===== src/rtl/fetch_stage.sv =====
// -----------------------------------------------------------------------------
// fetch_stage: instruction fetch front end.
//
// Issues word-aligned fetch requests from a PC register, tags the in-order
// responses with their PCs, and buffers them in a small circular FIFO. The
// FIFO head feeds the downstream IR register. A redirect reloads the PC,
// flushes the FIFO and arms a discard counter that drops responses still in
// flight for the abandoned path.
//
// Optional feature (macro FETCH_BYPASS_EN): when the FIFO is empty and no
// discards are pending, a live response drives the head outputs in the same
// cycle. It is written into the FIFO only if the consumer is stalled.
// Without the macro, the head outputs come from registered state only.
//
// Parameters
//   RESET_PC   PC of the first fetch after reset
//   BUF_DEPTH  instruction buffer entries (power of two, 2..8)
//
// Ports
//   clk                 sole clock, rising edge
//   reset               synchronous, active-high reset
//   ImemReqValid_F      fetch request valid
//   ImemReqReady_F      memory accepts the request this cycle
//   ImemReqAdr_F        fetch address (word aligned)
//   ImemRespValid_F     response beat valid (in order, no backpressure)
//   ImemRespData_F      fetched instruction
//   Redirect_F          PC redirect from downstream
//   RedirectPC_F        redirect target, bits [1:0] ignored
//   Stall_F             downstream IR register not accepting
//   Instr_F             head instruction
//   PC_F / PCp4_F       head PC and head PC + 4
//   ValidInstruction_F  head outputs valid
// -----------------------------------------------------------------------------

`ifndef XLEN
`define XLEN 32
`endif
`ifndef WORD_SIZE
`define WORD_SIZE 32
`endif

module fetch_stage #(
  parameter logic [`XLEN-1:0] RESET_PC  = '0,
  parameter int unsigned      BUF_DEPTH = 2
) (
  input  logic                  clk,
  input  logic                  reset,
  output logic                  ImemReqValid_F,
  input  logic                  ImemReqReady_F,
  output logic [`XLEN-1:0]      ImemReqAdr_F,
  input  logic                  ImemRespValid_F,
  input  logic [`WORD_SIZE-1:0] ImemRespData_F,
  input  logic                  Redirect_F,
  input  logic [`XLEN-1:0]      RedirectPC_F,
  input  logic                  Stall_F,
  output logic [`WORD_SIZE-1:0] Instr_F,
  output logic [`XLEN-1:0]      PC_F,
  output logic [`XLEN-1:0]      PCp4_F,
  output logic                  ValidInstruction_F
);

  localparam int unsigned XLen  = `XLEN;
  localparam int unsigned WordW = `WORD_SIZE;
  localparam int unsigned PtrW  = (BUF_DEPTH > 1) ? $clog2(BUF_DEPTH) : 1;
  localparam int unsigned CntW  = $clog2(BUF_DEPTH + 1);
  localparam int unsigned SumW  = CntW + 1;

  typedef logic [XLen-1:0]  addr_t;
  typedef logic [WordW-1:0] word_t;
  typedef logic [CntW-1:0]  cnt_t;
  typedef logic [PtrW-1:0]  ptr_t;
  typedef logic [SumW-1:0]  sum_t;

  // ---------------------------------------------------------------------------
  // State
  // ---------------------------------------------------------------------------
  addr_t pc_q, pc_d;                     // next address to request
  addr_t resp_pc_q, resp_pc_d;           // PC of the next response to keep
  cnt_t  outstanding_q, outstanding_d;   // accepted, response not yet seen
  cnt_t  discard_q, discard_d;           // responses still to drop
  cnt_t  count_q, count_d;               // FIFO occupancy
  ptr_t  wr_ptr_q, wr_ptr_d;
  ptr_t  rd_ptr_q, rd_ptr_d;

  word_t instr_mem_q [BUF_DEPTH];
  addr_t pc_mem_q    [BUF_DEPTH];

  // ---------------------------------------------------------------------------
  // Response classification
  // ---------------------------------------------------------------------------
  logic  resp_live;
  logic  resp_drop;
  logic  resp_keep;
  logic  fifo_empty;
  logic  bypass;
  logic  deq;
  logic  enq;
  logic  accept;
  sum_t  occ_sum;
  addr_t redirect_pc;
  logic  unused_redirect_lsb;

  // A beat with nothing outstanding belongs to a request abandoned by reset.
  assign resp_live  = ImemRespValid_F && (outstanding_q != '0);
  assign resp_drop  = resp_live && (discard_q != '0);
  assign resp_keep  = resp_live && (discard_q == '0);
  assign fifo_empty = (count_q == '0);

  assign redirect_pc         = {RedirectPC_F[XLen-1:2], 2'b00};
  assign unused_redirect_lsb = ^RedirectPC_F[1:0];

`ifdef FETCH_BYPASS_EN
  assign bypass = resp_keep && fifo_empty && !Redirect_F && !reset;
`else
  assign bypass = 1'b0;
`endif

  assign deq = !fifo_empty && !Stall_F;
  // A bypassed beat consumed this cycle never needs a FIFO slot.
  assign enq = resp_keep && !(bypass && !Stall_F);

  // ---------------------------------------------------------------------------
  // Request side
  // ---------------------------------------------------------------------------
  // Every accepted request must have a guaranteed FIFO slot for its response.
  // Counting this cycle's dequeue lets a free-running stream sustain one
  // request per cycle with the minimum buffer depth.
  assign occ_sum = sum_t'(outstanding_q) + sum_t'(count_q) - sum_t'(deq);

  assign ImemReqValid_F = !reset && !Redirect_F && (occ_sum < sum_t'(BUF_DEPTH));
  assign ImemReqAdr_F   = pc_q;
  assign accept         = ImemReqValid_F && ImemReqReady_F;

  // ---------------------------------------------------------------------------
  // Head outputs
  // ---------------------------------------------------------------------------
  always_comb begin
    if (bypass) begin
      Instr_F = ImemRespData_F;
      PC_F    = resp_pc_q;
    end else begin
      Instr_F = instr_mem_q[rd_ptr_q];
      PC_F    = pc_mem_q[rd_ptr_q];
    end
  end

  assign PCp4_F             = PC_F + addr_t'(4);
  assign ValidInstruction_F = !reset && (!fifo_empty || bypass);

  // ---------------------------------------------------------------------------
  // Next state
  // ---------------------------------------------------------------------------
  always_comb begin
    pc_d          = pc_q;
    resp_pc_d     = resp_pc_q;
    discard_d     = discard_q;
    count_d       = count_q;
    wr_ptr_d      = wr_ptr_q;
    rd_ptr_d      = rd_ptr_q;
    outstanding_d = outstanding_q + cnt_t'(accept) - cnt_t'(resp_live);

    if (Redirect_F) begin
      // No request issues this cycle, so whatever remains outstanding after
      // this cycle's beat belongs to the old path.
      pc_d      = redirect_pc;
      resp_pc_d = redirect_pc;
      discard_d = outstanding_q - cnt_t'(resp_live);
      count_d   = '0;
      wr_ptr_d  = '0;
      rd_ptr_d  = '0;
    end else begin
      if (accept) begin
        pc_d = pc_q + addr_t'(4);
      end
      if (resp_keep) begin
        resp_pc_d = resp_pc_q + addr_t'(4);
      end
      discard_d = discard_q - cnt_t'(resp_drop);
      wr_ptr_d  = wr_ptr_q + ptr_t'(enq);
      rd_ptr_d  = rd_ptr_q + ptr_t'(deq);
      count_d   = count_q + cnt_t'(enq) - cnt_t'(deq);
    end
  end

  // ---------------------------------------------------------------------------
  // Registers
  // ---------------------------------------------------------------------------
  always_ff @(posedge clk) begin
    if (reset) begin
      pc_q          <= RESET_PC;
      resp_pc_q     <= RESET_PC;
      outstanding_q <= '0;
      discard_q     <= '0;
      count_q       <= '0;
      wr_ptr_q      <= '0;
      rd_ptr_q      <= '0;
    end else begin
      pc_q          <= pc_d;
      resp_pc_q     <= resp_pc_d;
      outstanding_q <= outstanding_d;
      discard_q     <= discard_d;
      count_q       <= count_d;
      wr_ptr_q      <= wr_ptr_d;
      rd_ptr_q      <= rd_ptr_d;
    end
  end

  // Buffer storage needs no reset: occupancy alone qualifies the head.
  always_ff @(posedge clk) begin
    if (enq && !Redirect_F && !reset) begin
      instr_mem_q[wr_ptr_q] <= ImemRespData_F;
      pc_mem_q[wr_ptr_q]    <= resp_pc_q;
    end
  end

endmodule


===== config.mk =====
export PLATFORM = sky130hd
export DESIGN_NAME = fetch_stage
export DESIGN_NICKNAME = d
export VERILOG_FILES = /design/src/rtl/fetch_stage.sv
export SDC_FILE = /design/constraint.sdc
export NUM_CORES = 1
export LEC_CHECK = 0
export ABC_AREA = 0
export CAP_MARGIN = 20
export CELL_PAD_IN_SITES_DETAIL_PLACEMENT = 2
export CELL_PAD_IN_SITES_GLOBAL_PLACEMENT = 2
export CORE_MARGIN = 2
export CORE_UTILIZATION = 34
export CTS_BUF_LIST = sky130_fd_sc_hd__clkbuf_8
export DETAILED_ROUTE_END_ITERATION = 8
export PLACE_DENSITY_LB_ADDON = 0.1
export SYNTH_ARGS = -nofsm -noshare
export SYNTH_HDL_FRONTEND = slang
export SYNTH_SLANG_ARGS = --single-unit

===== constraint.sdc =====
create_clock -name clk -period 9.3 [get_ports clk]
set_input_delay 1.86 -clock clk [delete_from_list [all_inputs] [get_ports clk]]
set_output_delay 1.86 -clock clk [all_outputs]
set_load 0.02 [all_outputs]

==> summary.md <==
| Metric | Value |
|---|---|
| CP Capture Point | `ImemReqValid_F` |
| Die H | `roughly 170 um` |
| Worst Path Class, Setup | `in -> out` |
| EDFF count, synth | `124` |
| Total power | `around 0.0019 W` |
| Synth top area share | `about two fifths` |
| Gr ovfl total | `0` |
| Count leader, synth | `edfxtp_1` |
| Setup bufs post-CTS | `0` |
| Unique cell type count in the Yosys netlist | `67` |
| Share of flip-flops with an asynchronous set or reset | `0%` |
| Net Switching | `0.000596 W` |
| Cell Pwr Density | `163 nW/um2` |
| FILL cells | `between 2,000 and 3,000` |
| Capture point of the worst reg-to-reg path | `outstanding_q[1]` |
| Worst Clk Skew | `between 0.015 and 0.02 ns` |
| Setup TNS | `0 ns` |
| Most common flop cell mapped by yosys | `edfxtp_1` |
| Delay-heaviest family, CP | `buffers and inverters` |
| Slew at the pin closest to its max-slew limit | `between 0.9 and 1 ns` |
| Layout cells sized above 1 | `approximately 12%` |
| Crit path DAT | `approximately 4.2 ns` |
| Critical path fanouts, max | `4` |
| Yosys warns | `0` |
| Post-synth top cells | `124 x edfxtp_1, 68 x dfxtp_1, 55 x xnor2_1` |
| CTS Buf Count | `17` |
| First-pass GRT wire length | `roughly 44 mm` |
| Placeable Area | `around 26,000 um2` |
| Critical path required time | `7.44 ns` |
| I/O pin total | `200` |
| Post-cts hold buffer count | `0` |
| Final setup viols | `0` |
| Clk slew on worst S/H paths | `around 0.11 ns` |
| Post-DP HPWL | `20.3 mm` |
| Combinational share of power | `18.5%` |
| Max-slew violations | `0` |
| Clock Power Share | `around 30%` |
| All-layer global routing usage | `between 20 and 25%` |
| Nets | `approximately 1,000` |
| DRT iter0 DRCs | `roughly 330` |
| P&R area growth vs syn | `28.9%` |
| Area of the multi-input gates | `between 3000 and 4000 um2` |
| Via count | `6,909` |
| DRT Wirelength | `27.8 mm` |
| Worst min-delay path class | `reg -> reg` |
| Port buffer count | `191` |
| CP dominant cell by count | `clkdlybuf4s50_1` |
| Fin crit share | `64.7%` |
| WP depth | `7` |
| DIE WIDTH | `approximately 170 um` |
| Largest cells by area after synthesis | `edfxtp_1 41%, dfxtp_1 15%, mux2_2 6.4%` |
| Post-route ant nets | `0` |
| R2R cell count | `13` |
| Clock Latency Late Sink | `0.48 ns` |
| Largest net degree at the start of global routing | `between 60 and 70` |
| Via density per instance | `5.26` |
| Worst path buffer plus inverter count | `2` |
| Leak pwr | `roughly 3.8 nW` |
| Mean area per synthesized cell | `around 12 um2` |
| Placed cells | `about 1,300` |
| # diodes | `0` |
| Register area share after synthesis | `a little under three fifths` |
| Routed WL per cell | `roughly 21 um` |
| Clock sink count | `approximately 190` |
| Flops & latches, synth | `about 190` |
| Unrepaired setup endpoints after global routing | `no` |
| Syn Inst Count | `between 700 and 800` |
| Starting Density | `between 30% and 40%` |
| Status | `completed` |
| Cell Rows | `59` |
| Die footprint | `28,100 um2` |
| Peak supply drop | `roughly 0.000075 V` |
| Final hold violations | `0` |
| Drt pass-1 iters | `6` |
| Max Freq | `between 0.15 and 0.2 GHz` |
| H-Tree Level Count | `4` |
| Clock Path Buffers | `2` |
| Mapped Area | `between 9000 and 10,000 um2` |
| Storage element area | `between 5000 and 6000 um2` |
| Min cycle time layout | `6.02 ns` |
| Finished Layout Cells | `between 1,000 and 1,500` |
| Crit. End Element | `output port` |
| Sequential Power Share | `51.9%` |
| CP startpoint | `Stall_F` |
| Max-slew headroom | `between 30% and 40%` |
| Root Buffer | `clkbuf_8` |
| Delay of the slowest critical-path stage | `roughly 0.59 ns` |
| Worst path cell trace | `clkdlybuf4s50_1, nor3_1, o21ai_0, fa_1, xor2_1, and3_1, clkdlybuf4s50_1` |
| DR DRC count | `0` |
| Synth area leader | `edfxtp_1` |
| Post-Route Utilization | `approximately 45%` |
| Vias in the first global route | `about 7,600` |
| RR Startpoint | `count_q[1]` |
| Initial antenna violation count | `0` |
| Int Pwr | `approximately 0.0013 W` |
| R2r setup slk | `5.73 ns` |
| CTS tree | `done` |
| CP max stage cell | `clkdlybuf4s50_1` |
| Startpoint types | `input port` |
| GP Congestion | `0.790` |
| Post-cts sizing count | `0` |
| Switching part of the total | `around 31%` |
| # Max-Cap Violations | `0` |
==> cells in the final DEF, fill, tap and decap left out, types with 33 or more instances in the layout <==
master | netlist | layout
nor2_1 | 43 | 43
clkdlybuf4s50_1 | 0 | 190
edfxtp_1 | 124 | 124
inv_1 | 38 | 38
mux2_2 | 52 | 52
nand3_1 | 33 | 33
dfxtp_1 | 68 | 67
xnor2_1 | 55 | 55
nand2_1 | 54 | 54
==> per-stage QoR <==
stage / setup slack [ns] / hold slack [ns] / instance area, um2
6_report: 3.28 / 0.513 / 11700
5_1_grt: 3.12 / 0.538 / 11700
4_1_cts: 3.25 / 0.519 / 11700
3_5_place_dp: 3.26 / 0.477 / 11300
3_3_place_gp: 3.30 / 0.466 / 11300
2_1_floorplan: 1.99 / 0.447 / 9120
==> state kept, by name (all words and copies together) (netlist names) <==
signal	cells
discard_q	2
wr_ptr_q	1
resp_pc_q	30
rd_ptr_q	1
instr_mem_q	64
ImemReqAdr_F	30
count_q	2
outstanding_q	2
pc_mem_q	60
==> power by group through the flow <==
stage / Clock [W] / Combinational, W / Sequential [W]
after floorplan: 0 / 0.000199 / 0.00101
after global placement: 0 / 0.000343 / 0.00101
after detailed placement: 0 / 0.000359 / 0.00101
after CTS: 0.000583 / 0.000362 / 0.000996
after global routing: 0.000616 / 0.000388 / 0.00100
final: 0.000566 / 0.000355 / 0.000996
==> layer usage <==
| metal | GRT usage (%) | vias to the layer above | routed length, um |
|---|---|---|---|
| met5 | 0 | - | 0 |
| met4 | 4.73 | 0 | 333 |
| met3 | 3.57 | 24 | 1050 |
| met2 | 33.6 | 171 | 13300 |
| met1 | 27.0 | 3476 | 13100 |
| li1 | - | 3238 | - |
==> how the worst min path moves through the flow <==
stage	slack, ns	to	cells past startpoint	from
final	0.51	pc_mem_q[0][31]	0	resp_pc_q[31]
after global routing	0.54	pc_mem_q[0][24]	0	resp_pc_q[24]
after CTS	0.52	pc_mem_q[0][31]	0	resp_pc_q[31]
after detailed placement	0.48	pc_mem_q[0][31]	0	resp_pc_q[31]
after global placement	0.47	pc_mem_q[0][31]	0	resp_pc_q[31]
after floorplan	0.45	pc_mem_q[0][31]	0	resp_pc_q[31]
==> cells by family (layout without fill, tap and decap cells) <==
family	count (synthesis)	in the layout	share of synthesized area, %
AOI/OAI and AO/OA	115	115	8.51
xor gates and xnor gates	74	74	7.12
adders and majority gates	10	10	1.46
buffers and inverters	81	270	3.89
DFF	192	192	55.8
muxes	65	65	7.86
other	1	6	0.0412
and+or+nand+nor	246	246	15.3
==> cell type report <==
cell class              instances  share of cell area [%]
clock buffers                  17                    1.99
inverters                      38                    1.22
repair buffers                200                    16.8
multi-input cells             516                    31.5
well taps                     335                    3.57
clock inverters                15                    1.53
flip-flops and latches        192                    43.4
Note: power is estimated with default switching activity, not from simulation.
